<file path="src/rtl/t01_memory_arbiter.sv">
// Single-port memory arbiter: instruction fetch vs data access onto one shared bus.
// Optional T01_ARB_ROUND_ROBIN_EN selects round-robin arbitration instead of fixed data priority.
module t01_memory_arbiter (
  input  logic        clk,
  input  logic        nRST,
  input  logic        i_req,
  input  logic [31:0] i_addr,
  input  logic        d_read,
  input  logic        d_write,
  input  logic [31:0] d_addr,
  input  logic [31:0] d_wdata,
  input  logic [1:0]  d_width,
  input  logic        m_ack,
  input  logic [31:0] m_rdata,
  output logic        m_read,
  output logic        m_write,
  output logic [31:0] m_addr,
  output logic [31:0] m_wdata,
  output logic [3:0]  m_sel,
  output logic [31:0] instr,
  output logic [31:0] data_o,
  output logic        ihit,
  output logic        dhit,
  output logic        err,
  output logic        busy
);

  typedef enum logic [1:0] {IDLE, IBUS, DBUS, RESP} state_t;

  state_t      r_state, w_next;

  logic        r_read, r_write;
  logic [31:0] r_addr, r_wdata;
  logic [3:0]  r_sel;
  logic        r_is_data, r_err;
  logic [1:0]  r_width, r_lane;
  logic [31:0] r_instr, r_data;

  logic        w_d_req, w_pick_d, w_grant_d, w_grant_i, w_misalign, w_xfer_done;
  logic [3:0]  w_sel;
  logic [31:0] w_wdata, w_rdata_ext;
  logic [7:0]  w_byte;
  logic [15:0] w_half;

  assign w_d_req    = d_read | d_write;
  assign w_misalign = ((d_width == 2'd1) && d_addr[0]) ||
                      (d_width[1] && (d_addr[1:0] != 2'b00));

`ifdef T01_ARB_ROUND_ROBIN_EN
  logic r_last_data;

  // Under contention the side that did not win the last bus grant goes first.
  assign w_pick_d = w_d_req & (~i_req | ~r_last_data);

  always_ff @(posedge clk or negedge nRST) begin
    if (!nRST) begin
      r_last_data <= 1'b0;
    end else if (w_grant_d && !w_misalign) begin
      r_last_data <= 1'b1;
    end else if (w_grant_i) begin
      r_last_data <= 1'b0;
    end
  end
`else
  assign w_pick_d = w_d_req;
`endif

  assign w_grant_d   = (r_state == IDLE) & w_pick_d;
  assign w_grant_i   = (r_state == IDLE) & i_req & ~w_pick_d;
  assign w_xfer_done = ((r_state == IBUS) || (r_state == DBUS)) & m_ack;

  always_comb begin
    w_sel   = 4'b1111;
    w_wdata = '0;
    if (!d_read) begin
      w_wdata = d_wdata;
      case (d_width)
        2'd0: begin
          w_sel   = 4'b0001 << d_addr[1:0];
          w_wdata = {4{d_wdata[7:0]}};
        end
        2'd1: begin
          w_sel   = 4'b0011 << {d_addr[1], 1'b0};
          w_wdata = {2{d_wdata[15:0]}};
        end
        default: w_sel = 4'b1111;
      endcase
    end
  end

  assign w_byte = m_rdata[{r_lane, 3'b000} +: 8];
  assign w_half = r_lane[1] ? m_rdata[31:16] : m_rdata[15:0];

  always_comb begin
    case (r_width)
      2'd0:    w_rdata_ext = {{24{w_byte[7]}}, w_byte};
      2'd1:    w_rdata_ext = {{16{w_half[15]}}, w_half};
      default: w_rdata_ext = m_rdata;
    endcase
  end

  always_ff @(posedge clk or negedge nRST) begin
    if (!nRST) begin
      r_state <= IDLE;
    end else begin
      r_state <= w_next;
    end
  end

  always_comb begin
    w_next = r_state;
    ihit   = 1'b0;
    dhit   = 1'b0;
    err    = 1'b0;
    busy   = (r_state != IDLE);
    case (r_state)
      IDLE: begin
        if (w_grant_d && w_misalign) w_next = RESP;
        else if (w_grant_d)          w_next = DBUS;
        else if (w_grant_i)          w_next = IBUS;
      end
      IBUS, DBUS: begin
        if (m_ack) w_next = RESP;
      end
      RESP: begin
        ihit   = ~r_is_data;
        dhit   = r_is_data;
        err    = r_err;
        w_next = IDLE;
      end
      default: w_next = IDLE;
    endcase
  end

  // Bus fields are loaded only at grant; a misaligned trap leaves them untouched.
  always_ff @(posedge clk or negedge nRST) begin
    if (!nRST) begin
      r_read    <= 1'b0;
      r_write   <= 1'b0;
      r_addr    <= '0;
      r_wdata   <= '0;
      r_sel     <= '0;
      r_is_data <= 1'b0;
      r_err     <= 1'b0;
      r_width   <= '0;
      r_lane    <= '0;
      r_instr   <= '0;
      r_data    <= '0;
    end else if (w_grant_i) begin
      r_read    <= 1'b1;
      r_write   <= 1'b0;
      r_addr    <= i_addr & 32'hFFFF_FFFC;
      r_wdata   <= '0;
      r_sel     <= 4'b1111;
      r_is_data <= 1'b0;
      r_err     <= 1'b0;
    end else if (w_grant_d) begin
      r_is_data <= 1'b1;
      r_err     <= w_misalign;
      r_width   <= d_width;
      r_lane    <= d_addr[1:0];
      if (w_misalign) begin
        r_data <= '0;
      end else begin
        r_read  <= d_read;
        r_write <= ~d_read;
        r_addr  <= d_addr & 32'hFFFF_FFFC;
        r_wdata <= w_wdata;
        r_sel   <= w_sel;
      end
    end else if (w_xfer_done) begin
      r_read  <= 1'b0;
      r_write <= 1'b0;
      if (r_read) begin
        if (r_is_data) r_data  <= w_rdata_ext;
        else           r_instr <= m_rdata;
      end
    end
  end

  assign m_read  = r_read;
  assign m_write = r_write;
  assign m_addr  = r_addr;
  assign m_wdata = r_wdata;
  assign m_sel   = r_sel;
  assign instr   = r_instr;
  assign data_o  = r_data;

endmodule
</file>
<file path="config.mk">
export PLATFORM = sky130hd
export DESIGN_NAME = t01_memory_arbiter
export DESIGN_NICKNAME = d
export VERILOG_FILES = /design/src/rtl/t01_memory_arbiter.sv
export SDC_FILE = /design/constraint.sdc
export NUM_CORES = 1
export LEC_CHECK = 0
export BUFFER_PORTS_ARGS = -buffer_cell sky130_fd_sc_hd__buf_4
export CAP_MARGIN = 0
export CORE_UTILIZATION = 52
export DETAILED_ROUTE_END_ITERATION = 10
export PLACE_DENSITY = 0.91
export SYNTH_ARGS = -nofsm -noshare
export SYNTH_HDL_FRONTEND = slang
export SYNTH_SLANG_ARGS = --single-unit
</file>
<file path="constraint.sdc">
create_clock -name clk -period 4.7 [get_ports clk]
set_input_delay 0 -clock clk [delete_from_list [all_inputs] [get_ports clk]]
set_output_delay 0 -clock clk [all_outputs]
set_load 0.01 [all_outputs]
</file>
==> out/metrics.csv <==
stage,metric,value,unit
power_and_ir_drop,p_switching,2.37,mW
timing,worst_slew_margin_rel,7.28,%
min_path,hp-class,input port to flop,
detailed_routing,drtPass1Iterations,6,
power_and_ir_drop,internal_power,3.81,mW
synth,synth_largest_area_cell,dfrtp_1,
synth,synth_seq_area_share,53.5,%
finish,multi_input_area,2750,um2
finish,fin_area,10500,um2
timing,tightest_slew,1390,ps
timing,setup_viol,0,
synth,synth_edf_count,0,
grt,antenna_found_initial,0,
clock_network,clkLatencyLatePin,430,ps
clock_network,post_cts_buffers,0,
synth,yosys_warnings,0,
timing,period_needed,2950,ps
critical_path,crit_type,flop to flop,
grt,grt_pass1_vias,7341,
critical_path,arrival,3210,ps
power_and_ir_drop,power_frac_seq,36.0,%
finish,filler_cell_count,517,
floorplan,initial_core_util,53.8,%
detailed_routing,routedLengthMet1,8870,um
finish,antenna_cells,0,
grt,grt_usage,41.5,%
timing,fin_worst_skew,8.07,ps
detailed_routing,wirelength,26300,um
synth,synthFlopType,dfrtp_1,
floorplan,rows,40,
grt,grt_max_degree,82,
power_and_ir_drop,switching_share,38.4,%
floorplan,core_area,12200,um2
flow_run,cap_violations,0,
grt,grt_pass1_wl,40300,um
synth,avgSynthCellArea,11.2,um2
detailed_routing,vias_per_cell,6.01,
detailed_routing,route.met2.wl,12800,um
finish,seqCellArea,3500,um2
clock_network,cts_hold_buf,131,
synth,async_reset_ff_share,100,%
critical_path,cp.required,4960,ps
finish,nNetsFinal,1104,
power_and_ir_drop,p_leak,5.10,nW
timing,drv_slew,0,
synth,synth_cell_type_count,46,
synth,synthTopCellsByArea,"dfrtp_1 (54%), mux2i_1 (8.4%), mux2_2 (5.3%), o21ai_0 (4.1%), nand2_1 (3.6%)",
clock_network,cts_tree,done,
floorplan,die_width,114,um
floorplan,ios,274,
timing,grt_setup_unrepaired,no,
floorplan,die_h,114,um
detailed_routing,drtIter0Drc,693,
grt,overflow,0,
critical_path,start_kind,flop,
synth,syn_area,6550,um2
power_and_ir_drop,power.density,592,nW/um2
clock_network,cts_buffers,17,
clock_network,clk_pin_slew,60,ps
status,status,completed,
clock_network,cts_root_buf,clkbuf_16,
timing,hold_viol_final,0,
power_and_ir_drop,max-vdd-ir-drop,0.328,mV
placement,gp_congestion,0.841,
detailed_routing,drc_errors,0,
timing,tns,0,ps
detailed_routing,wl_per_cell,22.9,um
clock_network,htree_levels,4,
detailed_routing,highest_layer,met4,
critical_path,critPathCaptureType,flop,
power_and_ir_drop,pwr-share-clk,20.9,%
timing,period_share,62.7,%
detailed_routing,wl_met3,2550,um
power_and_ir_drop,pwr-share-comb,43.1,%
placement,portBuffers,269,
finish,area.growth.synth_to_final,59.7,%
synth,yosys_register_bits,140,
placement,dp_hpwl,14300,um
detailed_routing,drtAntennaViolNets,0,
synth,netlist_instances,583,
synth,synth_top_area_share,53.5,%
placement,dpl_cell_area,8580,um2
clock_network,cts.path.max_buffers,2,
floorplan,die_area,13000,um2
timing,timing.fmax,339,MHz
clock_network,post_cts_resized,0,
finish,drive_above_1_share,35.2,%
detailed_routing,vias,6883,
critical_path,cp_max_fo,53,
clock_network,clock_sinks,140,
==> critical path, stage by stage (launching register included) <==
cell	delay [ps]
dfrtp_1	350
inv_1	80
ha_1	300
and4bb_2	260
buf_4	290
a31oi_4	660
buf_4	550
o21ai_0	240
==> metrics by stage <==
| stage | instances | hold slack [ps] | util [%] | setup WS [ps] | total power [mW] |
|---|---|---|---|---|---|
| floorplan | 584 | -296 | - | 2870 | 3.32 |
| global placement | 983 | 64.1 | 70.6 | 2070 | 4.41 |
| detailed placement | 983 | 83.1 | 70.6 | 1920 | 4.57 |
| CTS | 1145 | 7.39 | 86.0 | 1930 | 5.96 |
| global route | 1145 | 43.5 | 86.0 | 1610 | 6.44 |
| finish | 1145 | 21.1 | 86.0 | 1750 | 6.19 |
==> power by group through the flow <==
stage | registers [mW] | clock network, mW | logic, mW
3_3_place_gp | 2.12 | 0 | 2.29
3_5_place_dp | 2.16 | 0 | 2.40
5_1_grt | 2.27 | 1.35 | 2.82
2_1_floorplan | 2.25 | 0 | 1.07
4_1_cts | 2.16 | 1.28 | 2.52
6_report | 2.23 | 1.29 | 2.67
==> flip-flops by register name, summed over array words and instances (netlist names), 2 cells and up <==
signal	flops
r_width	2
r_lane	2
m_addr	30
m_wdata	32
m_sel	4
instr	32
r_state	2
data_o	32
==> logic make-up (layout without fill, tap and decap cells) <==
| logic type | count (synthesis) | in the layout | share of synthesized area, % |
|---|---|---|---|
| simple gates | 124 | 124 | 9.12 |
| fa+ha+maj | 3 | 3 | 0.573 |
| buf+inv | 56 | 449 | 4.68 |
| mux | 89 | 89 | 14.7 |
| flops | 140 | 140 | 53.5 |
| compound gates | 170 | 170 | 17.4 |
| other cells | 1 | 2 | 0.0573 |
==> cells in the final DEF, fill, tap and decap left out, types with 2 or more instances in the layout <==
cell	synthesis	layout
clkbuf_16	0	17
clkinvlp_4	0	3
nand3b_1	7	7
nor2b_1	9	9
clkbuf_8	0	3
clkinv_2	0	5
a211o_1	7	7
a22o_1	26	26
conb_1	1	2
mux2i_1	55	55
o21a_1	2	2
o2bb2ai_1	15	15
buf_4	13	275
a2bb2oi_1	3	3
ha_1	3	3
dfrtp_1	140	140
mux2_2	31	31
o21ai_0	54	54
a221oi_1	8	8
inv_1	11	11
dlygate4sd3_1	0	131
a21oi_1	19	19
nor2_1	16	16
nand2_1	63	63
and3_1	3	3
and2_1	2	2
clkinv_4	0	2
a21o_1	10	10
o21ai_1	18	18
nand2b_1	19	19
==> worst paths after layout <==
path	start	end	slack, ps	cells after the start
hold reg to reg	m_wdata[27]	m_wdata[27]	480	2
setup reg to reg	r_state[0]	m_addr[9]	1750	7
min in group asynchronous	nRST	data_o[17]	210	2
setup / recovery	r_state[0]	m_addr[9]	1750	7
max in group asynchronous	nRST	instr[14]	3210	3
hold / removal	m_ack	r_state[1]	20	4
==> cell usage after synthesis, types with 3 or more instances <==
master     number
a21oi_1        19
nand3b_1        7
a2bb2oi_1       3
nor2b_1         9
dfrtp_1       140
ha_1            3
inv_1          11
mux2i_1        55
a22o_1         26
nand2b_1       19
o21ai_1        18
clkbuf_1       10
nor2_1         16
nand2_1        63
and3_1          3
buf_2          16
a21o_1         10
o21ai_0        54
mux2_2         31
a211o_1         7
o2bb2ai_1      15
a221oi_1        8
buf_4          13
==> routing by layer <==
metal | up-vias | global-route usage, %
met4 | 0 | 30.2
met3 | 172 | 10.9
met1 | 3314 | 44.9
li1 | 2844 | -
met5 | - | 0
met2 | 553 | 70.5
==> area by class of cell <==
class | count | area share [%]
inverter | 11 | 0.395
tap | 168 | 2.01
clock buffer | 20 | 4.46
timing repair buffer | 407 | 32.4
multi-input combinational | 388 | 26.3
sequential | 140 | 33.5
clock inverter | 11 | 0.910
Power figures use the tool's default switching activity.
